<file path="config.mk">
export PLATFORM = sky130hd
export DESIGN_NAME = fetch_unit
export DESIGN_NICKNAME = d
export VERILOG_FILES = /design/src/rtl/fetch_unit.sv
export SDC_FILE = /design/constraint.sdc
export NUM_CORES = 1
export LEC_CHECK = 0
export ABC_CLOCK_PERIOD_IN_PS = 3670
export BUFFER_PORTS_ARGS = -buffer_cell sky130_fd_sc_hd__buf_4
export CELL_PAD_IN_SITES_DETAIL_PLACEMENT = 1
export CELL_PAD_IN_SITES_GLOBAL_PLACEMENT = 1
export CORE_ASPECT_RATIO = 1.75
export CORE_UTILIZATION = 40
export CTS_BUF_LIST = sky130_fd_sc_hd__clkbuf_8
export CTS_CLUSTER_SIZE = 16
export DETAILED_ROUTE_END_ITERATION = 8
export PLACE_DENSITY_LB_ADDON = 0.3
export SETUP_SLACK_MARGIN = 0.5
export SYNTH_ARGS = -nofsm -noshare
export SYNTH_HDL_FRONTEND = slang
export SYNTH_SLANG_ARGS = --single-unit
</file>
<file path="constraint.sdc">
create_clock -name clk_i -period 3.67 [get_ports clk_i]
set_input_delay 0.1835 -clock clk_i [delete_from_list [all_inputs] [get_ports clk_i]]
set_output_delay 0.1835 -clock clk_i [all_outputs]
set_load 0.01 [all_outputs]
</file>
<file path="src/rtl/fetch_unit.sv">
// ---------------------------------------------------------------------------
// fetch_unit -- instruction fetch stage feeding the decoder.
//
// Owns the program counter and issues word fetches over a req/gnt/rvalid
// bus. In-order responses are buffered with their PCs in a small FIFO and
// handed to the decoder over a valid/ready handshake. A redirect flushes the
// buffer and waits (DRAIN) until every request already on the bus has
// returned, so no wrong-path word ever reaches the decoder.
//
// Optional feature macro: FETCH_BYPASS_EN
//   defined   -> a response arriving while the buffer is empty is presented to
//                the decoder in the same cycle (0-cycle latency)
//   undefined -> every response goes through the buffer (1-cycle latency)
//
// Ports:
//   clk_i          clock, rising edge
//   rst_ni         synchronous active-low reset
//   imem_req_o     fetch request valid
//   imem_addr_o    word-aligned fetch address (the current PC)
//   imem_gnt_i     request accepted this cycle
//   imem_rvalid_i  response valid (responses return in request order)
//   imem_rdata_i   response instruction word
//   redirect_i     one-cycle redirect pulse (branch/jump/trap)
//   redirect_pc_i  redirect target (low two bits ignored)
//   inst_valid_o   instruction available to the decoder
//   inst_o         instruction word
//   inst_pc_o      PC of inst_o
//   inst_ready_i   decoder accepts inst_o this cycle
// ---------------------------------------------------------------------------
module fetch_unit #(
    parameter logic [31:0] BOOT_ADDR  = 32'h0000_0000,
    parameter int unsigned FIFO_DEPTH = 4
) (
    input  logic        clk_i,
    input  logic        rst_ni,
    output logic        imem_req_o,
    output logic [31:0] imem_addr_o,
    input  logic        imem_gnt_i,
    input  logic        imem_rvalid_i,
    input  logic [31:0] imem_rdata_i,
    input  logic        redirect_i,
    input  logic [31:0] redirect_pc_i,
    output logic        inst_valid_o,
    output logic [31:0] inst_o,
    output logic [31:0] inst_pc_o,
    input  logic        inst_ready_i
);

    localparam int unsigned PTR_W = $clog2(FIFO_DEPTH);
    localparam int unsigned CNT_W = PTR_W + 1;
    localparam int unsigned SUM_W = CNT_W + 1;
    localparam logic [SUM_W-1:0] DEPTH_L = SUM_W'(FIFO_DEPTH);

    typedef enum logic [0:0] {
        ST_RUN   = 1'b0,
        ST_DRAIN = 1'b1
    } state_e;

    state_e             state_q, state_d;
    logic [31:0]        pc_q, pc_d;
    logic [CNT_W-1:0]   outst_q, outst_d;
    logic [CNT_W-1:0]   count_q, count_d;
    logic [PTR_W-1:0]   rd_ptr_q, rd_ptr_d;
    logic [PTR_W-1:0]   wr_ptr_q, wr_ptr_d;
    logic [31:0]        inst_mem_q [FIFO_DEPTH];
    logic [31:0]        inst_mem_d [FIFO_DEPTH];
    logic [31:0]        pc_mem_q   [FIFO_DEPTH];
    logic [31:0]        pc_mem_d   [FIFO_DEPTH];

    logic [SUM_W-1:0]   credit_sum_s;
    logic               req_s;
    logic               accept_s;
    logic               rsp_s;
    logic [31:0]        rsp_pc_s;
    logic               fifo_nonempty_s;
    logic               bypass_s;
    logic               push_s;
    logic               pop_s;

    // Buffered entries plus requests on the bus may never exceed the buffer,
    // so every response is guaranteed a slot.
    assign credit_sum_s = SUM_W'(count_q) + SUM_W'(outst_q);
    assign req_s        = (state_q == ST_RUN) && (credit_sum_s < DEPTH_L);
    assign accept_s     = req_s && imem_gnt_i;
    // A response with nothing outstanding (e.g. left over from before a reset)
    // is not ours and is ignored.
    assign rsp_s        = imem_rvalid_i && (outst_q != {CNT_W{1'b0}});
    // In RUN the outstanding requests are the consecutive words just below
    // pc_q, so the PC of the oldest one is recovered arithmetically; this
    // plays the role of a PC shadow queue without storing it.
    assign rsp_pc_s     = pc_q - (32'(outst_q) << 2);

    assign fifo_nonempty_s = (state_q == ST_RUN) && (count_q != {CNT_W{1'b0}});

`ifdef FETCH_BYPASS_EN
    assign bypass_s = (state_q == ST_RUN) && (count_q == {CNT_W{1'b0}}) && rsp_s && !redirect_i;
`else
    assign bypass_s = 1'b0;
`endif

    // A bypassed word taken by the decoder this cycle is never stored.
    assign push_s = (state_q == ST_RUN) && rsp_s && !redirect_i && !(bypass_s && inst_ready_i);
    assign pop_s  = fifo_nonempty_s && inst_ready_i;

    assign imem_req_o  = req_s;
    assign imem_addr_o = pc_q;

    // Decoder-facing outputs: buffer head, or the live response when bypassing
    always_comb begin
        inst_valid_o = 1'b0;
        inst_o       = 32'h0000_0000;
        inst_pc_o    = 32'h0000_0000;
        if (bypass_s) begin
            inst_valid_o = 1'b1;
            inst_o       = imem_rdata_i;
            inst_pc_o    = rsp_pc_s;
        end else if (fifo_nonempty_s) begin
            inst_valid_o = 1'b1;
            inst_o       = inst_mem_q[rd_ptr_q];
            inst_pc_o    = pc_mem_q[rd_ptr_q];
        end else begin
            inst_valid_o = 1'b0;
        end
    end

    // Next-state logic: PC, outstanding count, buffer and RUN/DRAIN control
    always_comb begin
        state_d    = state_q;
        pc_d       = pc_q;
        outst_d    = outst_q;
        count_d    = count_q;
        rd_ptr_d   = rd_ptr_q;
        wr_ptr_d   = wr_ptr_q;
        inst_mem_d = inst_mem_q;
        pc_mem_d   = pc_mem_q;

        // Every accepted response retires a request, dropped or not.
        outst_d = outst_q + CNT_W'(accept_s) - CNT_W'(rsp_s);

        if (redirect_i) begin
            pc_d = redirect_pc_i & 32'hFFFF_FFFC;
        end else if (accept_s) begin
            pc_d = pc_q + 32'd4;
        end else begin
            pc_d = pc_q;
        end

        case (state_q)
            ST_RUN: begin
                if (redirect_i) begin
                    // Flush wrong-path entries; any same-cycle response is
                    // dropped, and a same-cycle pop simply took the head.
                    count_d  = {CNT_W{1'b0}};
                    rd_ptr_d = {PTR_W{1'b0}};
                    wr_ptr_d = {PTR_W{1'b0}};
                    state_d  = (outst_d == {CNT_W{1'b0}}) ? ST_RUN : ST_DRAIN;
                end else begin
                    if (push_s) begin
                        inst_mem_d[wr_ptr_q] = imem_rdata_i;
                        pc_mem_d[wr_ptr_q]   = rsp_pc_s;
                        wr_ptr_d             = wr_ptr_q + PTR_W'(1);
                    end else begin
                        wr_ptr_d = wr_ptr_q;
                    end
                    if (pop_s) begin
                        rd_ptr_d = rd_ptr_q + PTR_W'(1);
                    end else begin
                        rd_ptr_d = rd_ptr_q;
                    end
                    count_d = count_q + CNT_W'(push_s) - CNT_W'(pop_s);
                    state_d = ST_RUN;
                end
            end
            ST_DRAIN: begin
                // Responses for wrong-path requests are discarded; a redirect
                // here only reloads the PC.
                state_d = (outst_d == {CNT_W{1'b0}}) ? ST_RUN : ST_DRAIN;
            end
            default: begin
                state_d = ST_RUN;
            end
        endcase
    end

    // State registers with synchronous active-low reset
    always_ff @(posedge clk_i) begin
        if (!rst_ni) begin
            state_q  <= ST_RUN;
            pc_q     <= BOOT_ADDR;
            outst_q  <= {CNT_W{1'b0}};
            count_q  <= {CNT_W{1'b0}};
            rd_ptr_q <= {PTR_W{1'b0}};
            wr_ptr_q <= {PTR_W{1'b0}};
            for (int i = 0; i < FIFO_DEPTH; i++) begin
                inst_mem_q[i] <= 32'h0000_0000;
                pc_mem_q[i]   <= 32'h0000_0000;
            end
        end else begin
            state_q    <= state_d;
            pc_q       <= pc_d;
            outst_q    <= outst_d;
            count_q    <= count_d;
            rd_ptr_q   <= rd_ptr_d;
            wr_ptr_q   <= wr_ptr_d;
            inst_mem_q <= inst_mem_d;
            pc_mem_q   <= pc_mem_d;
        end
    end

    fetch_unit_checker #(
        .CNT_W      (CNT_W),
        .FIFO_DEPTH (FIFO_DEPTH)
    ) u_checker (
        .clk_i   (clk_i),
        .rst_ni  (rst_ni),
        .push_i  (push_s),
        .pop_i   (pop_s),
        .count_i (count_q)
    );

endmodule

// ---------------------------------------------------------------------------
// fetch_unit_checker -- run-time checks for fetch_unit.
//   push_i/pop_i  buffer write/read strobes
//   count_i       current buffer occupancy
// ---------------------------------------------------------------------------
module fetch_unit_checker #(
    parameter int unsigned CNT_W      = 3,
    parameter int unsigned FIFO_DEPTH = 4
) (
    input  logic             clk_i,
    input  logic             rst_ni,
    input  logic             push_i,
    input  logic             pop_i,
    input  logic [CNT_W-1:0] count_i
);

    // A write into a full buffer without a simultaneous read is an overflow
    always_ff @(posedge clk_i) begin
        if (rst_ni) begin
            assert (!(push_i && !pop_i && (count_i == CNT_W'(FIFO_DEPTH))));
        end
    end

endmodule
</file>
==> flow_summary.ini <==
[sta]
setup_violations = 0
setup-tns-final_ns = 0
skew_ns = 0.0224
maxSlewViolCount = 0
tightestPinTransition_ns = 0.859
max_freq_mhz = 335
hold_violations = 0
final.min_clock_period_ns = 2.99
slew_headroom = 0.428
rsz0062_at_grt = false
timing.final.crit_share = 0.814

[logic_synthesis]
synth-async-reset-ratio = 0
syn_area_per_cell_um2 = 8.68
yosys.cell_types.count = 51
ys_ff_latch = 289
synth_seq_area_share = 0.439
synth_flop_cell = dfxtp_1
synth_area_um2 = 13200
synth_edf_count = 0
syn_inst = 1518
ys_warn_count = 0

[layout]
final_cell_mix = nand2_1 (288), dfxtp_1 (287), a21oi_1 (253), buf_4 (179), o21ai_0 (123)
nNetsFinal = 1767
fillers = 3790
area_growth_pct = 22.9
design_area_um2 = 16200
mostFrequentLayoutCell = nand2_1
drive_above_1_share = 0.193

[floorplan]
rows = 87
die_h_um = 242
ioPinCount = 168
die_w_um = 139
initial_core_util = 0.407
die_area_um2 = 33700
coreArea_um2 = 32300

[placement]
place_area_um2 = 14600
gp_congestion = 0.800
numPortBuffers = 161
hpwl_um = 25600

[worst_hold_path]
hp-class = in -> reg
min_to = rd_ptr_q[1]
worstHoldStart = inst_ready_i
min_path_cells = 4

[grt]
antenna_found_initial = 1
grt_use_met3 = 0.0328
grt_pass1_wl_um = 64700
grt.met2_usage = 0.478
first_global_vias = 12500
track_usage = 0.241
overflow = 0
grt_max_degree = 85
grt_most_used_layer = met2
grt_use_met1 = 0.249

[clock_network]
cts.path.max_buffers = 3
numCtsBuffers = 46
clk_latency_ns = 0.58
clockRootBuffer = clkbuf_8
ctsHoldBuffers = 66
cts_tree = built
clk_pin_slew_ns = 0.07
cts_resized = 0
clock_sinks = 289
post_cts_buffers = 0
cts_max_level = 2

[status]
status = finished, violations left
violations = design-rule violations

[route]
wirelength_um = 39900
ant_nets = 0
drt_iter0_markers = 482
avgRoutedWirePerCell_um = 18.9
viasPerCell = 5.51
drtPass1Iterations = 9
dr_total_vias = 11700
route.detailed.drc = 14

[pwr]
p_leak_nw = 5.86
p_seq_frac = 0.451
combPwrFrac = 0.181
p_sw_frac = 0.295
power_density_nw_per_um2 = 474
p_sw_w = 0.00227
clkPwrFrac = 0.368
intPower_w = 0.00541
ir_worst_vdd_mv = 0.271

[critical_path]
slowest_stage = dfxtp_4
path_cells = buf_4, mux4_2, and2_1, buf_4
crit_family = flip-flops
worstPathRequired_ns = 3.49
r2r-start = count_q[2]
cp.depth = 4
reg2reg_slack_ns = 0.82
worst_setup_path_start_kind = flop
critical_path_buf_inv_count = 2
cpMostUsedCell = buf_4
r2r-end = state_q
worstPathArrival_ns = 2.80
max_stage_delay_ns = 0.90
crit_path_max_fanout = 40
crit_type = reg -> out
rr_worst_depth = 12
crit_path_end_kind = output pin

[job]
max_cap_violations = 0
state kept, by name (all words and copies together) (netlist names):
signal,cells
inst_mem_q,128
pc_mem_q,120
outst_q,3
state_q,1
wr_ptr_q,2
imem_addr_o,30
count_q,3
rd_ptr_q,2
Yosys cell counts (all sizes together) (2+ instances only):
library cell / instances / area [µm²]
a211oi: 21 / 158
a21oi: 253 / 1270
a31oi: 6 / 37.5
and2: 68 / 425
and3: 6 / 37.5
and4: 4 / 35.0
buf: 26 / 139
clkbuf: 112 / 420
dfxtp: 289 / 5790
fa: 3 / 60.1
ha: 14 / 175
inv: 20 / 75.1
mux2i: 2 / 20.0
mux4: 62 / 1400
nand2: 288 / 1080
nand2b: 4 / 25.0
nand3: 21 / 105
nand3b: 3 / 22.5
nand4: 7 / 65.1
nor2: 49 / 184
nor2b: 2 / 12.5
nor3: 33 / 175
nor3b: 2 / 15.0
nor4: 20 / 159
o21ai: 123 / 616
o31a: 2 / 17.5
or3: 7 / 45.1
or4: 3 / 26.3
xnor2: 52 / 455
xor2: 5 / 43.8
area by class of cell:
class	count	area, µm²	share of cell area
clock buffer	58	798	0.0493
antenna	1	2.50	0.000155
timing repair buffer	249	2080	0.129
sequential	289	5790	0.358
tap	400	500	0.0309
clock inverter	23	141	0.00873
multi-input combinational	1074	6790	0.420
inverter	20	77.6	0.00479
tightest hold or removal path: cells and delay by family:
kind	cells	cell delay, ns
AO/OA/AOI/OAI	3	0.30
buffers and inverters	1	0.08
metrics by stage:
| step | std cells | worst slack (ns) | total power [W] | util | hold slack [ns] |
|---|---|---|---|---|---|
| floorplan | 1521 | 0.970 | 0.00437 | - | 0.319 |
| global placement | 1966 | 0.886 | 0.00484 | 0.451 | 0.420 |
| detailed placement | 1966 | 0.811 | 0.00488 | 0.451 | 0.429 |
| CTS | 2113 | 0.627 | 0.00778 | 0.501 | 0.0148 |
| global route | 2114 | 0.562 | 0.00805 | 0.501 | 0.0517 |
| finish | 2114 | 0.684 | 0.00768 | 0.501 | 0.0410 |
kinds of logic after synthesis:
group,count (synthesis),share of synthesized area
other cells,1,0.000285
flops,289,0.439
simple gates,520,0.186
compound gates,412,0.163
fa+ha+maj,17,0.0179
buf+inv,158,0.0482
xor+xnor,57,0.0379
mux,64,0.108
routing by layer:
metal	share of wire	vias up
li1	-	5585
met1	0.39	5753
met2	0.55	235
met3	0.032	79
met4	0.030	0
met5	0	-
worst max path at each step:
stage / start / slack, ns / end
2_1_floorplan: outst_q[2] / 0.97 / state_q
3_3_place_gp: count_q[2] / 0.89 / state_q
3_5_place_dp: count_q[2] / 0.81 / state_q
4_1_cts: rd_ptr_q[1] / 0.63 / inst_pc_o[19]
5_1_grt: rd_ptr_q[1] / 0.56 / inst_pc_o[19]
6_report: rd_ptr_q[1] / 0.68 / inst_pc_o[19]
power by group through the flow:
stage / combinational, W / clock [W] / sequential (W)
finish: 0.00139 / 0.00282 / 0.00346
global route: 0.00153 / 0.00303 / 0.00349
CTS: 0.00141 / 0.00290 / 0.00346
detailed placement: 0.00135 / 0 / 0.00353
global placement: 0.00131 / 0 / 0.00352
floorplan: 0.000911 / 0 / 0.00346
(Power assumes the default switching activity.)
